[src/rtl/instruction_encoder_loader.sv]
// Program loader for the 8-bit core: packs opcode/Rs/immediate beats into
// instruction words, writes them sequentially into a store, and serves fetch reads.
module instruction_encoder_loader #(
  parameter int DEPTH  = 256,
  parameter int ADDR_W = 8
) (
  input  logic              clock,
  input  logic              resetn,
  input  logic              start,
  input  logic              in_valid,
  output logic              in_ready,
  input  logic [2:0]        in_op,
  input  logic [1:0]        in_rs,
  input  logic [4:0]        in_imm,
  input  logic              in_use_rs,
  input  logic              in_last,
  input  logic [ADDR_W-1:0] rd_addr,
  output logic [7:0]        rd_data,
  output logic              loaded,
  output logic [ADDR_W:0]   count,
  output logic              overflow
);

  typedef enum logic [1:0] {IDLE, LOAD, DONE} state_e;

  state_e            state_q, state_d;
  logic [ADDR_W-1:0] ptr_q, ptr_d;
  logic [ADDR_W:0]   count_q, count_d;
  logic              ready_q, ready_d;
  logic              loaded_q, loaded_d;
  logic              ovf_q, ovf_d;
  logic [7:0]        rd_q;
  logic [7:0]        word;
  logic              accept;
  logic              at_end;

  logic [7:0] mem [DEPTH];

  // Rs format drops imm[4:3]; imm5 format drops Rs.
  assign word   = in_use_rs ? {in_op, in_rs, in_imm[2:0]} : {in_op, in_imm};
  assign accept = (state_q == LOAD) && ready_q && in_valid;
  assign at_end = (ptr_q == ADDR_W'(DEPTH - 1));

  always_comb begin
    state_d  = state_q;
    ptr_d    = ptr_q;
    count_d  = count_q;
    loaded_d = loaded_q;
    ovf_d    = ovf_q;
    case (state_q)
      IDLE, DONE: begin
        if (start) begin
          state_d  = LOAD;
          ptr_d    = '0;
          count_d  = '0;
          loaded_d = 1'b0;
          ovf_d    = 1'b0;
        end
      end
      LOAD: begin
        if (accept) begin
          ptr_d   = ptr_q + 1'b1;
          count_d = count_q + 1'b1;
          // A last beat landing in the final slot is a clean finish, not an overflow.
          if (in_last || at_end) begin
            state_d  = DONE;
            loaded_d = 1'b1;
            ovf_d    = !in_last;
          end
        end
      end
      default: state_d = IDLE;
    endcase
    // Ready lags LOAD entry by a cycle and drops on the edge that leaves LOAD.
    ready_d = (state_q == LOAD) && (state_d == LOAD);
  end

  always_ff @(posedge clock or negedge resetn) begin
    if (!resetn) begin
      state_q  <= IDLE;
      ptr_q    <= '0;
      count_q  <= '0;
      ready_q  <= 1'b0;
      loaded_q <= 1'b0;
      ovf_q    <= 1'b0;
      rd_q     <= 8'h00;
    end else begin
      state_q  <= state_d;
      ptr_q    <= ptr_d;
      count_q  <= count_d;
      ready_q  <= ready_d;
      loaded_q <= loaded_d;
      ovf_q    <= ovf_d;
      rd_q     <= mem[rd_addr];
    end
  end

  // Store contents survive reset; a same-address read sees the pre-write word.
  always_ff @(posedge clock) begin
    if (accept) mem[ptr_q] <= word;
  end

  assign in_ready = ready_q;
  assign loaded   = loaded_q;
  assign overflow = ovf_q;
  assign count    = count_q;
  assign rd_data  = rd_q;

endmodule

[config.mk]
export PLATFORM = sky130hd
export DESIGN_NAME = instruction_encoder_loader
export DESIGN_NICKNAME = d
export VERILOG_FILES = /design/src/rtl/instruction_encoder_loader.sv
export SDC_FILE = /design/constraint.sdc
export NUM_CORES = 2
export LEC_CHECK = 0
export CAP_MARGIN = 20
export CORE_MARGIN = 1
export CORE_UTILIZATION = 45
export CTS_CLUSTER_DIAMETER = 100
export DETAILED_ROUTE_END_ITERATION = 7
export GPL_TIMING_DRIVEN = 1
export HOLD_SLACK_MARGIN = 0.1
export RECOVER_POWER = 100
export SYNTH_ARGS = -nofsm -noshare
export SYNTH_HDL_FRONTEND = slang
export SYNTH_SLANG_ARGS = --single-unit
[constraint.sdc]
create_clock -name clock -period 3.1 [get_ports clock]
set_clock_uncertainty 0.05 [all_clocks]
set_input_delay 0.62 -clock clock [delete_from_list [all_inputs] [get_ports clock]]
set_output_delay 0.62 -clock clock [all_outputs]
set_load 0.03 [all_outputs]
==> metrics.txt <==
flops & latches, synth roughly 2100; global-route wire length before repair around 290 mm; Slew HR -98.8%; clock transition at the registers of the reported paths roughly 60 ps; mux cell area share after synthesis between 10 and 15%; # nets final 4492; total core area between 150000 and 200000 µm²; Max FO, Critical Path 8; die area 180000 µm²; Slew @ Worst Pin just under 3000 ps; Die Y around 420 µm; Synth Area in Simple Gates between 2 and 3%; Cells after Synth about 3800; DRT antenna net count 0; synthesized area roughly 80000 µm²; vias post-DR roughly 41000; Tot GR Track Use 22.4%; Routability Congestion 0.869; Max clock buf depth 3; Wirelength per Cell between 20 and 30 µm; placed cells 6591; number of port buffers 43; Max Clk Rate about 350 MHz; hpwl dp 126 mm; Min-Delay Path Class primary input to flip-flop; CP startpoint kind flip-flop; number of CTS-inserted buffers approximately 210; hold_ws 316 ps; Setup Crit Path Kind flip-flop to flip-flop; RSZ-0062 raised after global routing no; TritonCTS Sinks roughly 2100; Synth Area in Compound Gates around 3.8%; share of flip-flops with an asynchronous set or reset about 1.4%; CP max stage delay around 460 ps; remaining global-route overflow 0; area grow syn2layout 16.8%; Critical Path AT around 3300 ps; Tcrit/Tclk final between 90 and 100%; layout cells sized above 1 between 20% and 30%; GR peak layer met2; initial antenna violation count 6; CP max-delay cell clkbuf_1; IO Pins 44; xor/xnor share of the synthesized area less than 1%; initial core utilization between 40% and 50%; Final Hold Vio Count 0; Synth Area per Inst about 21 µm²; CP delay by family, top simple AND/OR/NAND/NOR gates; fillers 13900; Finish-stage setup viols 0; drt total wl between 200 and 250 mm; pin count of the biggest net entering global routing about 110; number of synthesized flops with an enable pin 2048; syn_nets 3856; routed vias/inst ~5.8; vias in the first global route just over 40000; combinational family with the most area after synthesis multiplexers; worst path bufs/invs 3; Die W roughly 420 µm; Peak VDD IR around 0.52 mV; Synth Area in Adders less than 1%; GR Util met1 a little under a third; CTS tree yes; Post-synth top flop edfxtp_1; root buffer cell clkbuf_16; CP cell instances nor2b_1 > nand3_1 > nor3_1 > buf_4 > nand2_1 > clkbuf_2 > nor2_1 > clkbuf_1; Critical Path End Type flip-flop; met2 Track Usage GR 36.1%; Ys Warns 0; max-slew violations between 600 and 700; leak pwr approximately 30 nW; Max H-tree Level 4; Starting DRT DRC Count roughly 4500; Pwr per Cell Area 641 nW/µm²; clock latency at the later pin of the worst-skew pair between 800 and 900 ps; status finished, violations left; # DRC 0; max_cap viols 10; share of the yosys chip area belonging to registers between 70% and 80%; Cell Rows 154; 1st-pass router iterations 6; GRT met3 Usage ~3.4%; worst endpoint required time 3530 ps; failing checks max-capacitance violations, max-slew violations; fin crit period around 2900 ps; post-synthesis cell type count 60; non-filler cells, final 6978; Sum Neg Setup Slack 0 ps
## sequential cells by signal, summed over array words and instances, names as in the netlist
signal	cells
overflow	1
ptr_q	8
rd_data	8
loaded	1
state_q	2
in_ready	1
mem	2048
count	9
## cells in the final DEF, fill, tap and decap left out, drive strengths merged, types with 4 or more instances in the layout
| cell | instances |
|---|---|
| a211oi | 24 |
| a21oi | 94 |
| a221oi | 5 |
| a22oi | 205 |
| a31oi | 10 |
| and2 | 8 |
| and3 | 16 |
| and3b | 4 |
| buf | 340 |
| bufinv | 26 |
| clkbuf | 545 |
| clkdlybuf4s50 | 11 |
| clkinv | 81 |
| clkinvlp | 11 |
| dfrtp | 30 |
| diode | 4 |
| dlygate4sd3 | 23 |
| edfxtp | 2048 |
| ha | 5 |
| inv | 15 |
| mux2 | 6 |
| mux2i | 100 |
| mux4 | 449 |
| nand2 | 66 |
| nand2b | 10 |
| nand3 | 22 |
| nand3b | 4 |
| nand4 | 6 |
| nor2 | 283 |
| nor2b | 15 |
| nor3 | 8 |
| nor4 | 27 |
| o2111ai | 4 |
| o21ai | 18 |
| o221ai | 33 |
| o22ai | 27 |
| or2 | 5 |
| or3 | 8 |
| xor2 | 12 |
## report_power, final
part	total (W)	switching, W	internal (W)
Clock	0.0256	0.0107	0.0149
Combinational	0.00350	0.00220	0.00131
Sequential	0.0312	0.000111	0.0310
## per-stage QoR
step	util (%)	setup slack (ps)	cell area (µm²)	power [W]
finish	53.1	218	93900	0.0602
global route	53.1	140	93900	0.0619
CTS	53.7	215	95000	0.0608
detailed placement	49.8	-474	88000	0.0353
global placement	49.8	-449	88000	0.0353
floorplan	-	515	80400	0.0335
## worst register-to-register path, cell delays in order (launching register included)
cell and delay, ps:
dfrtp_1 420, nor2b_1 300, nand3_1 230, nor3_1 220
buf_4 170, nand2_1 70, clkbuf_2 380, nor2_1 210
clkbuf_1 460
## what timing repair did
item	in CTS	in global routing
endpoints found under the hold margin	34	0
resized for setup	0	0
hold buffers	2	0
setup buffers	0	0
## synth_stat cells, drive strengths merged, types with 24 or more instances
library cell	number	area [µm²]
clkbuf	95	357
nand2	66	248
nor2	283	1060
edfxtp	2048	61500
nor4	27	169
mux2i	100	1000
o22ai	27	169
a21oi	94	470
o221ai	33	295
mux4	449	10100
a22oi	205	1540
dfrtp	30	751
buf	140	1090
a211oi	24	180
## layer usage
layer | wire, µm | part of all wire, % | vias up
met5 | 0 | 0 | -
met4 | 6210 | 3.1 | 0
met3 | 13300 | 6.6 | 314
met2 | 97500 | 49 | 1512
met1 | 83400 | 42 | 21700
li1 | - | - | 17300
## cell type report
class | instances | area [µm²] | area share, %
diodes | 4 | 10.0 | 0.0107
clock buffers | 258 | 5560 | 5.92
clock inverters | 123 | 1440 | 1.53
inverters | 10 | 37.5 | 0.0400
multi-input cells | 1504 | 16700 | 17.8
flip-flops and latches | 2078 | 62200 | 66.3
well taps | 2340 | 2930 | 3.12
repair buffers | 661 | 4980 | 5.31
## final timing paths
kind | startpoint | end | slack (ps) | cells after the start
setup / recovery | state_q[0] | mem[195][4] | 220 | 8
hold / removal | in_last | overflow | 320 | 2
setup reg to reg | state_q[0] | mem[195][4] | 220 | 8
hold reg to reg | loaded | loaded | 440 | 2
max in group asynchronous | resetn | rd_data[2] | 660 | 2
min in group asynchronous | resetn | count[8] | 980 | 2
## logic make-up after synthesis
family,Yosys count
mux,555
simple gates,491
xor+xnor,13
flops,2078
buf+inv,245
fa+ha+maj,5
compound gates,440
Power figures use the tool's default switching activity.
